File: config.mk
export PLATFORM = sky130hd
export DESIGN_NAME = btn_debounce_onehot_flat
export DESIGN_NICKNAME = d
export VERILOG_FILES = /design/src/rtl/btn_debounce_onehot_if.sv /design/src/rtl/btn_debounce_onehot.sv /design/src/flat_wrapper.sv
export SDC_FILE = /design/constraint.sdc
export NUM_CORES = 1
export LEC_CHECK = 0
export CORE_UTILIZATION = 40
export DETAILED_ROUTE_END_ITERATION = 8
export HOLD_SLACK_MARGIN = 0.15
export PLACE_DENSITY = 0.52
export RECOVER_POWER = 25
export SETUP_SLACK_MARGIN = 0.15
export SLEW_MARGIN = 20
export SYNTH_ARGS = -nofsm -noshare
export SYNTH_HDL_FRONTEND = slang
export SYNTH_SLANG_ARGS = --single-unit
File: constraint.sdc
create_clock -name clk -period 4.3 [get_ports clk]
set_clock_uncertainty 0.15 [all_clocks]
set_input_delay 1.075 -clock clk [delete_from_list [all_inputs] [get_ports clk]]
set_output_delay 1.075 -clock clk [all_outputs]
set_load 0.02 [all_outputs]
File: src/rtl/btn_debounce_onehot_if.sv
// Button conditioner bus: raw button levels in, debounced levels and one-hot press pulse out.
interface btn_debounce_onehot_if;
    logic [3:0] btn_in;
    logic [3:0] btn_level;
    logic [3:0] sel_pulse;
    logic       sel_valid;

    // Driver of the raw buttons, consumer of the conditioned outputs.
    modport master (
        output btn_in,
        input  btn_level,
        input  sel_pulse,
        input  sel_valid
    );

    // The conditioner itself.
    modport slave (
        input  btn_in,
        output btn_level,
        output sel_pulse,
        output sel_valid
    );
endinterface

File: src/rtl/btn_debounce_onehot.sv
// Four-channel pushbutton conditioner feeding a one-hot-to-binary selector encoder.
// Each button is synchronised (2 flops), debounced by a per-channel counter FSM, and a
// qualified press raises a one-cycle request. Coincident requests are resolved to the
// lowest index in a registered output stage, so sel_pulse is never multi-hot.
// Optional feature: define AUTO_REPEAT_EN to add hold-to-repeat press requests.
module btn_debounce_onehot #(
    parameter int unsigned CNT_MAX       = 1_000_000,
    parameter int unsigned REPEAT_DELAY  = 50_000_000,
    parameter int unsigned REPEAT_PERIOD = 20_000_000
) (
    input  logic                  clk,
    input  logic                  reset_n,
    btn_debounce_onehot_if.slave  bus
);

    localparam int unsigned CNT_W = $clog2(CNT_MAX + 1);
    localparam logic [CNT_W-1:0] CNT_LAST = CNT_W'(CNT_MAX - 1);

    typedef enum logic [1:0] {StIdle, StArming, StPressed, StDisarming} state_e;

    logic [3:0]       sync1_q;
    logic [3:0]       sync2_q;
    state_e           state_q [4];
    logic [CNT_W-1:0] cnt_q   [4];
    logic [3:0]       level_q;
    logic [3:0]       req_q;
    logic [3:0]       sel_pulse_q;
    logic             sel_valid_q;

`ifdef AUTO_REPEAT_EN
    localparam int unsigned RPT_MAX = (REPEAT_DELAY > REPEAT_PERIOD) ? REPEAT_DELAY
                                                                     : REPEAT_PERIOD;
    localparam int unsigned RPT_W = $clog2(RPT_MAX + 1);
    localparam logic [RPT_W-1:0] RPT_DELAY_LAST  = RPT_W'(REPEAT_DELAY - 1);
    localparam logic [RPT_W-1:0] RPT_PERIOD_LAST = RPT_W'(REPEAT_PERIOD - 1);

    logic [RPT_W-1:0] rpt_cnt_q [4];
    logic [3:0]       rpt_first_q;  // first repeat already issued -> use the period
`else
    // Repeat timing only matters when the repeat feature is built in.
    logic unused_rpt;
    assign unused_rpt = ^{REPEAT_DELAY, REPEAT_PERIOD};
`endif

    // Two-flop synchroniser per button.
    always_ff @(posedge clk or negedge reset_n) begin
        if (!reset_n) begin
            sync1_q <= '0;
            sync2_q <= '0;
        end else begin
            sync1_q <= bus.btn_in;
            sync2_q <= sync1_q;
        end
    end

    // Per-channel debounce FSM; the counter only advances while a level change is pending
    // and stops at CNT_LAST, so it can never wrap.
    always_ff @(posedge clk or negedge reset_n) begin
        if (!reset_n) begin
            for (int i = 0; i < 4; i++) begin
                state_q[i] <= StIdle;
                cnt_q[i]   <= '0;
`ifdef AUTO_REPEAT_EN
                rpt_cnt_q[i] <= '0;
`endif
            end
            level_q <= '0;
            req_q   <= '0;
`ifdef AUTO_REPEAT_EN
            rpt_first_q <= '0;
`endif
        end else begin
            for (int i = 0; i < 4; i++) begin
                req_q[i] <= 1'b0;
                case (state_q[i])
                    StIdle: begin
                        level_q[i] <= 1'b0;
                        if (sync2_q[i]) begin
                            cnt_q[i]   <= '0;
                            state_q[i] <= StArming;
                        end
                    end
                    StArming: begin
                        if (!sync2_q[i]) begin
                            state_q[i] <= StIdle;
                        end else if (cnt_q[i] == CNT_LAST) begin
                            state_q[i] <= StPressed;
                            level_q[i] <= 1'b1;
                            req_q[i]   <= 1'b1;
                        end else begin
                            cnt_q[i] <= cnt_q[i] + CNT_W'(1);
                        end
                    end
                    StPressed: begin
                        level_q[i] <= 1'b1;
                        if (!sync2_q[i]) begin
                            cnt_q[i]   <= '0;
                            state_q[i] <= StDisarming;
`ifdef AUTO_REPEAT_EN
                            // Clearing on exit guarantees a fresh delay on any re-entry.
                            rpt_cnt_q[i]   <= '0;
                            rpt_first_q[i] <= 1'b0;
                        end else if (rpt_cnt_q[i] == (rpt_first_q[i] ? RPT_PERIOD_LAST
                                                                     : RPT_DELAY_LAST)) begin
                            req_q[i]       <= 1'b1;
                            rpt_cnt_q[i]   <= '0;
                            rpt_first_q[i] <= 1'b1;
                        end else begin
                            rpt_cnt_q[i] <= rpt_cnt_q[i] + RPT_W'(1);
`endif
                        end
                    end
                    StDisarming: begin
                        if (sync2_q[i]) begin
                            state_q[i] <= StPressed;
                        end else if (cnt_q[i] == CNT_LAST) begin
                            state_q[i] <= StIdle;
                            level_q[i] <= 1'b0;
                        end else begin
                            cnt_q[i] <= cnt_q[i] + CNT_W'(1);
                        end
                    end
                    default: state_q[i] <= StIdle;
                endcase
            end
        end
    end

    // Registered arbiter: keep only the lowest set request bit, drop the rest.
    always_ff @(posedge clk or negedge reset_n) begin
        if (!reset_n) begin
            sel_pulse_q <= '0;
            sel_valid_q <= 1'b0;
        end else begin
            sel_pulse_q <= req_q & (~req_q + 4'd1);
            sel_valid_q <= |req_q;
        end
    end

    assign bus.btn_level = level_q;
    assign bus.sel_pulse = sel_pulse_q;
    assign bus.sel_valid = sel_valid_q;

endmodule

File: src/flat_wrapper.sv
// flat-port wrapper written by rule: the top's interface ports become plain ports
module btn_debounce_onehot_flat 
#(
    parameter int unsigned CNT_MAX       = 1_000_000,
    parameter int unsigned REPEAT_DELAY  = 50_000_000,
    parameter int unsigned REPEAT_PERIOD = 20_000_000
)
  (clk, reset_n, bus_btn_in, bus_btn_level, bus_sel_pulse, bus_sel_valid);
  btn_debounce_onehot_if bus_i ();
  input  logic clk;
  input  logic reset_n;
  input wire logic [$bits(bus_i.btn_in)-1:0] bus_btn_in;
  output wire logic [$bits(bus_i.btn_level)-1:0] bus_btn_level;
  output wire logic [$bits(bus_i.sel_pulse)-1:0] bus_sel_pulse;
  output wire logic [$bits(bus_i.sel_valid)-1:0] bus_sel_valid;
  assign bus_i.btn_in = bus_btn_in;
  assign bus_btn_level = bus_i.btn_level;
  assign bus_sel_pulse = bus_i.sel_pulse;
  assign bus_sel_valid = bus_i.sel_valid;
  btn_debounce_onehot #(.CNT_MAX(CNT_MAX), .REPEAT_DELAY(REPEAT_DELAY), .REPEAT_PERIOD(REPEAT_PERIOD)) u_core (.clk(clk), .reset_n(reset_n), .bus(bus_i));
endmodule
==> metrics, run 1 <==
logic gate share of total power 0.380; hold slack 0.204 ns; Flop pwr share 0.354; # fillers 1488; Finished Cell Area 7020 µm²; worst rel slew slack 0.314; Synth cell types 77; ranking of synthesized cells by area dfrtp_1 (43%), ha_1 (3.9%), nor2_1 (3.8%); first-pass GRT wire length 25.6 mm; wire length on met1 7.16 mm; nets just over 700; ys async rst share 1.00; Remaining Overflow, GRT 0; wire per inst between 15 and 20 µm; io pins 15; synth warn 0; Max Cap Viol 0; final setup fails 0; Max Freq ~0.35 GHz; Final Slew Violations 0; area grow syn2layout 10.6%; fin worst setup slack 1.45 ns; Post-synth EDFFs 0; DRC Markers 0; layout cells sized above 1 0.0725; GRT Total Usage 0.195; post-synth top area share 0.430; placed cell area 6690 µm²; CORE AREA between 15000 and 20000 µm²; post-synthesis sequential area ratio 0.430; CTS root buf clkbuf_16; hold crit path type register to register; cell-internal power 0.00211 W; Clock transition at path regs 0.08 ns; H-Tree Depth 3; cell count after synthesis 675; hold-fix buffers at CTS 0; chip height about 130 µm; Worst EP required 4.43 ns; Die X-Extent 128 µm; Mapped Nets 701; clock tree buffer depth 2; crit path DAT ~3.0 ns; Power Density 499 nW/µm²; DRT antenna net count 0; Clock Latency Late Sink 0.36 ns; P_leak 2.74 nW; post-route clock period utilization 0.664; max layer used met4; worst slew pin tran 1.02 ns; Sw Ratio 0.398; # clock sinks roughly 110; Final Hold Vio Count 0; WL met3 586 µm; Syn Std Cell Area 6350 µm²; status complete, no violations; First-pass DRT Iterations 5; WL met2 between 6 and 7 mm; Setup Slack @ Placement 1.45 ns; startpoint type of the worst setup path register; commonest non-fill, non-tap cell in the layout dfrtp_1; num rows 45; setup TNS 0 ns; CP max FO 17; Clk pwr share 0.266; DPL Wire Length 10.2 mm; most frequent cells in the layout dfrtp_1 (109), nor2_1 (64), nand2_1 (52); vias per cell roughly 5.9; via count 5327; CTS resizes 0; cts bufs inserted 9; GPL Wtd Cong between 0.8 and 0.9; initial detailed-routing violation count 456; Antenna Cells 0; vias in the first global route 5096; CTS tree done; Max VDD drop 0.277 mV; total die area between 15000 and 20000 µm²; Psw 0.00139 W; RSZ-0062 raised after global routing false; Buffers on Ports 14; Avg Synthesized Cell Area 9.40 µm²; Synth area leader dfrtp_1; ys flop type dfrtp_1; initial core utilization 0.413; Setup crit end kind register; minimum clock period 2.85 ns; total detailed-routing wirelength ~15 mm; Post-CTS Setup Bufs 0; initial antenna violation count 0; pin count of the biggest net entering global routing 65; Crit Path Class register to register; #FFs+latches synth 109
==> registers in the layout, indices dropped and copies added, names as in the netlist, named ones only <==
signal / cells
u_core.sync2_q: 4
u_core.sync1_q: 4
u_core.state_q: 4
u_core.cnt_q: 80
u_core.bus.sel_pulse: 4
u_core.bus.sel_valid: 1
u_core.bus.btn_level: 4
u_core.req_q: 4
==> cells by family (layout without fill, tap and decap cells) <==
family | Yosys count | after routing | share of synthesized area
compound gates | 198 | 198 | 0.217
xor+xnor | 20 | 20 | 0.0276
fa+ha+maj | 20 | 20 | 0.0394
buf+inv | 39 | 54 | 0.0280
flops | 109 | 109 | 0.430
mux | 10 | 10 | 0.0168
simple gates | 279 | 279 | 0.241
==> synth_stat cells (3+ instances only) <==
| cell | number |
|---|---|
| dfrtp_1 | 109 |
| nor2_1 | 64 |
| nand2_1 | 52 |
| a21oi_1 | 39 |
| nand3_1 | 27 |
| o21ai_1 | 27 |
| o31ai_1 | 24 |
| o21ai_0 | 21 |
| ha_1 | 20 |
| inv_1 | 20 |
| nand4_1 | 20 |
| or3_1 | 18 |
| nor3_1 | 14 |
| a211oi_1 | 11 |
| clkbuf_1 | 10 |
| o41ai_1 | 10 |
| xnor2_1 | 10 |
| xor2_1 | 10 |
| a31oi_1 | 9 |
| and3_1 | 9 |
| nor4_1 | 9 |
| and2_1 | 8 |
| o211ai_1 | 8 |
| or4_1 | 8 |
| nor4b_1 | 7 |
| nand2b_1 | 6 |
| and4_1 | 5 |
| mux2i_1 | 5 |
| or2_2 | 5 |
| a21o_1 | 4 |
| buf_2 | 4 |
| nor3b_1 | 4 |
| o2111ai_1 | 4 |
| o22ai_1 | 4 |
| or4_4 | 4 |
| a21boi_1 | 3 |
| a21oi_2 | 3 |
| a41oi_1 | 3 |
| buf_6 | 3 |
| mux2_2 | 3 |
| o31a_1 | 3 |
==> critical path, stage by stage (launching register included) <==
cell and delay (ns):
dfrtp_1 0.43, nor4b_1 0.48, nand4_1 0.41, o21ai_1 0.92, o21ai_0 0.22, a21oi_1 0.16
==> per-stage QoR <==
step | std cells | total power, W | util
floorplan | 675 | 0.00224 | -
global placement | 885 | 0.00257 | 0.435
detailed placement | 885 | 0.00260 | 0.435
CTS | 901 | 0.00355 | 0.457
global route | 901 | 0.00375 | 0.457
finish | 901 | 0.00350 | 0.457
==> final cells by class <==
class	count	area, µm²	share of cell area
Timing Repair Buffer	18	180	0.0257
Clock inverter	7	104	0.0148
Sequential cell	109	2730	0.389
Inverter	20	75.1	0.0107
Clock buffer	9	225	0.0321
Tap cell	211	264	0.0376
Multi-Input combinational cell	527	3440	0.490
==> power groups by stage <==
stage / Combinational [W] / Sequential (W) / Clock (W)
floorplan: 0.000985 / 0.00126 / 0
global placement: 0.00132 / 0.00125 / 0
detailed placement: 0.00134 / 0.00126 / 0
CTS: 0.00134 / 0.00124 / 0.000965
global route: 0.00149 / 0.00126 / 0.00100
finish: 0.00133 / 0.00124 / 0.000932
==> routing by layer <==
layer,vias to the layer above,global-route usage
met5,-,0
met4,0,0.0512
met3,12,0.0376
met2,99,0.313
met1,2626,0.269
li1,2590,-
==> final timing paths <==
path	start	to	slack, ns	cells after the start
worst max-delay path	u_core.cnt_q[70]$_DFFE_PN0P_	u_core.cnt_q[77]$_DFFE_PN0P_	1.45	5
worst min-delay path	u_core.sync1_q[0]$_DFF_PN0_	u_core.sync2_q[0]$_DFF_PN0_	0.20	0
worst max register to register	u_core.cnt_q[70]$_DFFE_PN0P_	u_core.cnt_q[77]$_DFFE_PN0P_	1.45	5
worst min register to register	u_core.sync1_q[0]$_DFF_PN0_	u_core.sync2_q[0]$_DFF_PN0_	0.20	0
max in group asynchronous	reset_n	u_core.cnt_q[54]$_DFFE_PN0P_	2.66	2
min in group asynchronous	reset_n	u_core.cnt_q[67]$_DFFE_PN0P_	0.58	1
No activity file was read; power rests on OpenSTA's default activity.
==> run 2: changes to the inputs <==
Clock period 4.3 ns to 2.8 ns, I/O delays scaled along.
==> metrics, run 2 (same netlist as run 1, synthesis figures left out) <==
logic gate share of total power 0.409 (was 0.380); crit path cell chain or4_4 > or4_4 > o31ai_4 > o21ai_1 > o41ai_1 (was nor4b_1 > nand4_1 > o21ai_1 > o21ai_0 > a21oi_1); Setup Slack @ Placement 0.226 ns (was 1.45 ns); CP max FO 13 (was 17); GRT Total Usage 0.198 (was 0.195); CTS tree done (unchanged); hold-fix buffers at CTS 0 (unchanged); Power Density 750 nW/µm² (was 499 nW/µm²); P_leak 2.83 nW (was 2.74 nW); CP max-delay cell or4_4 (was o21ai_1); Crit Path Class register to register (unchanged); Worst EP required 2.90 ns (was 4.43 ns); io pins 15 (unchanged); Final Hold Vio Count 0 (unchanged); # clock sinks 109 (unchanged); setup TNS 0 ns (unchanged); first-pass GRT wire length 26.0 mm (was 25.6 mm); CORE AREA 15400 µm² (unchanged); Clock transition at path regs 0.07 ns (was 0.08 ns); Clock Latency Late Sink 0.36 ns (about the same); GPL Wtd Cong 0.864 (was 0.839); vias in the first global route 5282 (was 5096); Most flops, register u_core.cnt_q (unchanged); vias per cell 5.85 (was 5.91); cell-internal power 0.00325 W (was 0.00211 W); DPL Wire Length 10.7 mm (was 10.2 mm); Most Frequent Cell on Critical Path or4_4; Max VDD drop 0.393 mV (was 0.277 mV); Remaining Overflow, GRT 0 (unchanged); Final Slew Violations 32 (was 0); RSZ-0062 raised after global routing true (was false); wire per inst 16.2 µm (was 16.4 µm); num rows 45 (unchanged); DRT antenna net count 0 (unchanged); First-pass DRT Iterations 4 (was 5); H-Tree Depth 3 (unchanged); startpoint type of the worst setup path register (unchanged); kind of cell adding the most delay to the critical path simple AND/OR/NAND/NOR gates (was compound AO/OA/AOI/OAI gates); Setup crit end kind register (unchanged); Antenna Cells 0 (unchanged); chip height 128 µm (unchanged); max reg flops 80 (unchanged); Clk pwr share 0.236 (was 0.266); cts bufs inserted 9 (unchanged); minimum clock period 2.55 ns (was 2.85 ns); layout cells sized above 1 0.108 (was 0.0725); clock tree buffer depth 2 (unchanged); Max Cap Viol 1 (was 0); crit path buf inv count 0 (unchanged); Max Freq 0.392 GHz (was 0.350 GHz); violated checks capacitance limit, slew limit; Buffers on Ports 14 (unchanged); worst slew pin tran 1.98 ns (was 1.02 ns); commonest non-fill, non-tap cell in the layout dfrtp_1 (unchanged); pin count of the biggest net entering global routing 34 (was 65); Sw Ratio 0.396 (was 0.398); CTS root buf clkbuf_16 (unchanged); status complete, but fails checks (was complete, no violations); Psw 0.00213 W (was 0.00139 W); Crit path largest cell delay 0.55 ns (was 0.92 ns); nets 735 (was 711); via count 5403 (was 5327); total die area 16400 µm² (unchanged); hold crit path type register to register (unchanged); final setup fails 0 (unchanged); post-route clock period utilization 0.910 (was 0.664); crit path DAT 2.65 ns (was 2.99 ns); fin worst setup slack 0.251 ns (was 1.45 ns); DRC Markers 0 (unchanged); total detailed-routing wirelength 15.0 mm (was 14.7 mm); initial detailed-routing violation count 372 (was 456); initial antenna violation count 0 (unchanged); initial core utilization 0.413 (unchanged); Die X-Extent 128 µm (unchanged); worst rel slew slack -0.323 (was 0.314); Flop pwr share 0.355 (was 0.354); most frequent cells in the layout dfrtp_1 (109), nor2_1 (64), nand2_1 (52) (unchanged); area grow syn2layout 13.0% (was 10.6%)
==> run 2: cell type report <==
type,instances,area (µm²)
inverter,20,75.1
clock inverter,5,52.6
multi-input combinational,527,3450
timing repair buffer,42,369
fill,1437,8200
clock buffer,10,229
sequential,109,2730
tap,211,264
==> run 2: power groups by stage <==
stage	Clock [W]	Sequential (W)	Combinational [W]
after floorplan	0	0.00193	0.00151
after global placement	0	0.00193	0.00212
after detailed placement	0	0.00194	0.00216
after CTS	0.00131	0.00191	0.00216
after global routing	0.00137	0.00194	0.00246
final	0.00127	0.00191	0.00220
==> run 2: per-layer routing <==
layer  vias up  track usage  share of wire
li1       2641            -              -
met1      2628        0.277           0.50
met2       117        0.307           0.45
met3        17       0.0426          0.039
met4         0       0.0595          0.012
met5         -            0              0
==> run 2: through the flow <==
step / power [W] / util / hold WS [ns] / area [µm²] / instances
after floorplan: 0.00344 / - / 0.181 / 6350 / 675
after global placement: 0.00405 / 0.446 / 0.183 / 6850 / 905
after detailed placement: 0.00410 / 0.446 / 0.186 / 6850 / 905
after CTS: 0.00539 / 0.464 / 0.156 / 7130 / 920
after global routing: 0.00577 / 0.467 / 0.211 / 7170 / 924
final: 0.00538 / 0.467 / 0.203 / 7170 / 924
==> run 2: what timing repair did <==
action | in CTS | in global routing
gates resized for setup | 0 | 6
setup endpoints to repair | 0 | 7
endpoints found under the hold margin | 0 | 0
setup buffers | 0 | 4
==> run 2: final timing paths <==
| check | start | end | slack, ns | cells past startpoint |
|---|---|---|---|---|
| max in group asynchronous | reset_n | u_core.sync2_q[2]$_DFF_PN0_ | 0.61 | 1 |
| hold / removal | u_core.sync1_q[2]$_DFF_PN0_ | u_core.sync2_q[2]$_DFF_PN0_ | 0.20 | 0 |
| min in group asynchronous | reset_n | u_core.cnt_q[69]$_DFFE_PN0P_ | 0.74 | 1 |
| setup reg to reg | u_core.cnt_q[30]$_DFFE_PN0P_ | u_core.cnt_q[35]$_DFFE_PN0P_ | 0.25 | 5 |
| hold reg to reg | u_core.sync1_q[2]$_DFF_PN0_ | u_core.sync2_q[2]$_DFF_PN0_ | 0.20 | 0 |
| setup / recovery | u_core.cnt_q[30]$_DFFE_PN0P_ | u_core.cnt_q[35]$_DFFE_PN0P_ | 0.25 | 5 |
==> run 2: worst register-to-register path: stages, from the launching register on <==
cell	delay, ns
dfrtp_1	0.44
or4_4	0.55
or4_4	0.53
o31ai_4	0.53
o21ai_1	0.16
o41ai_1	0.08
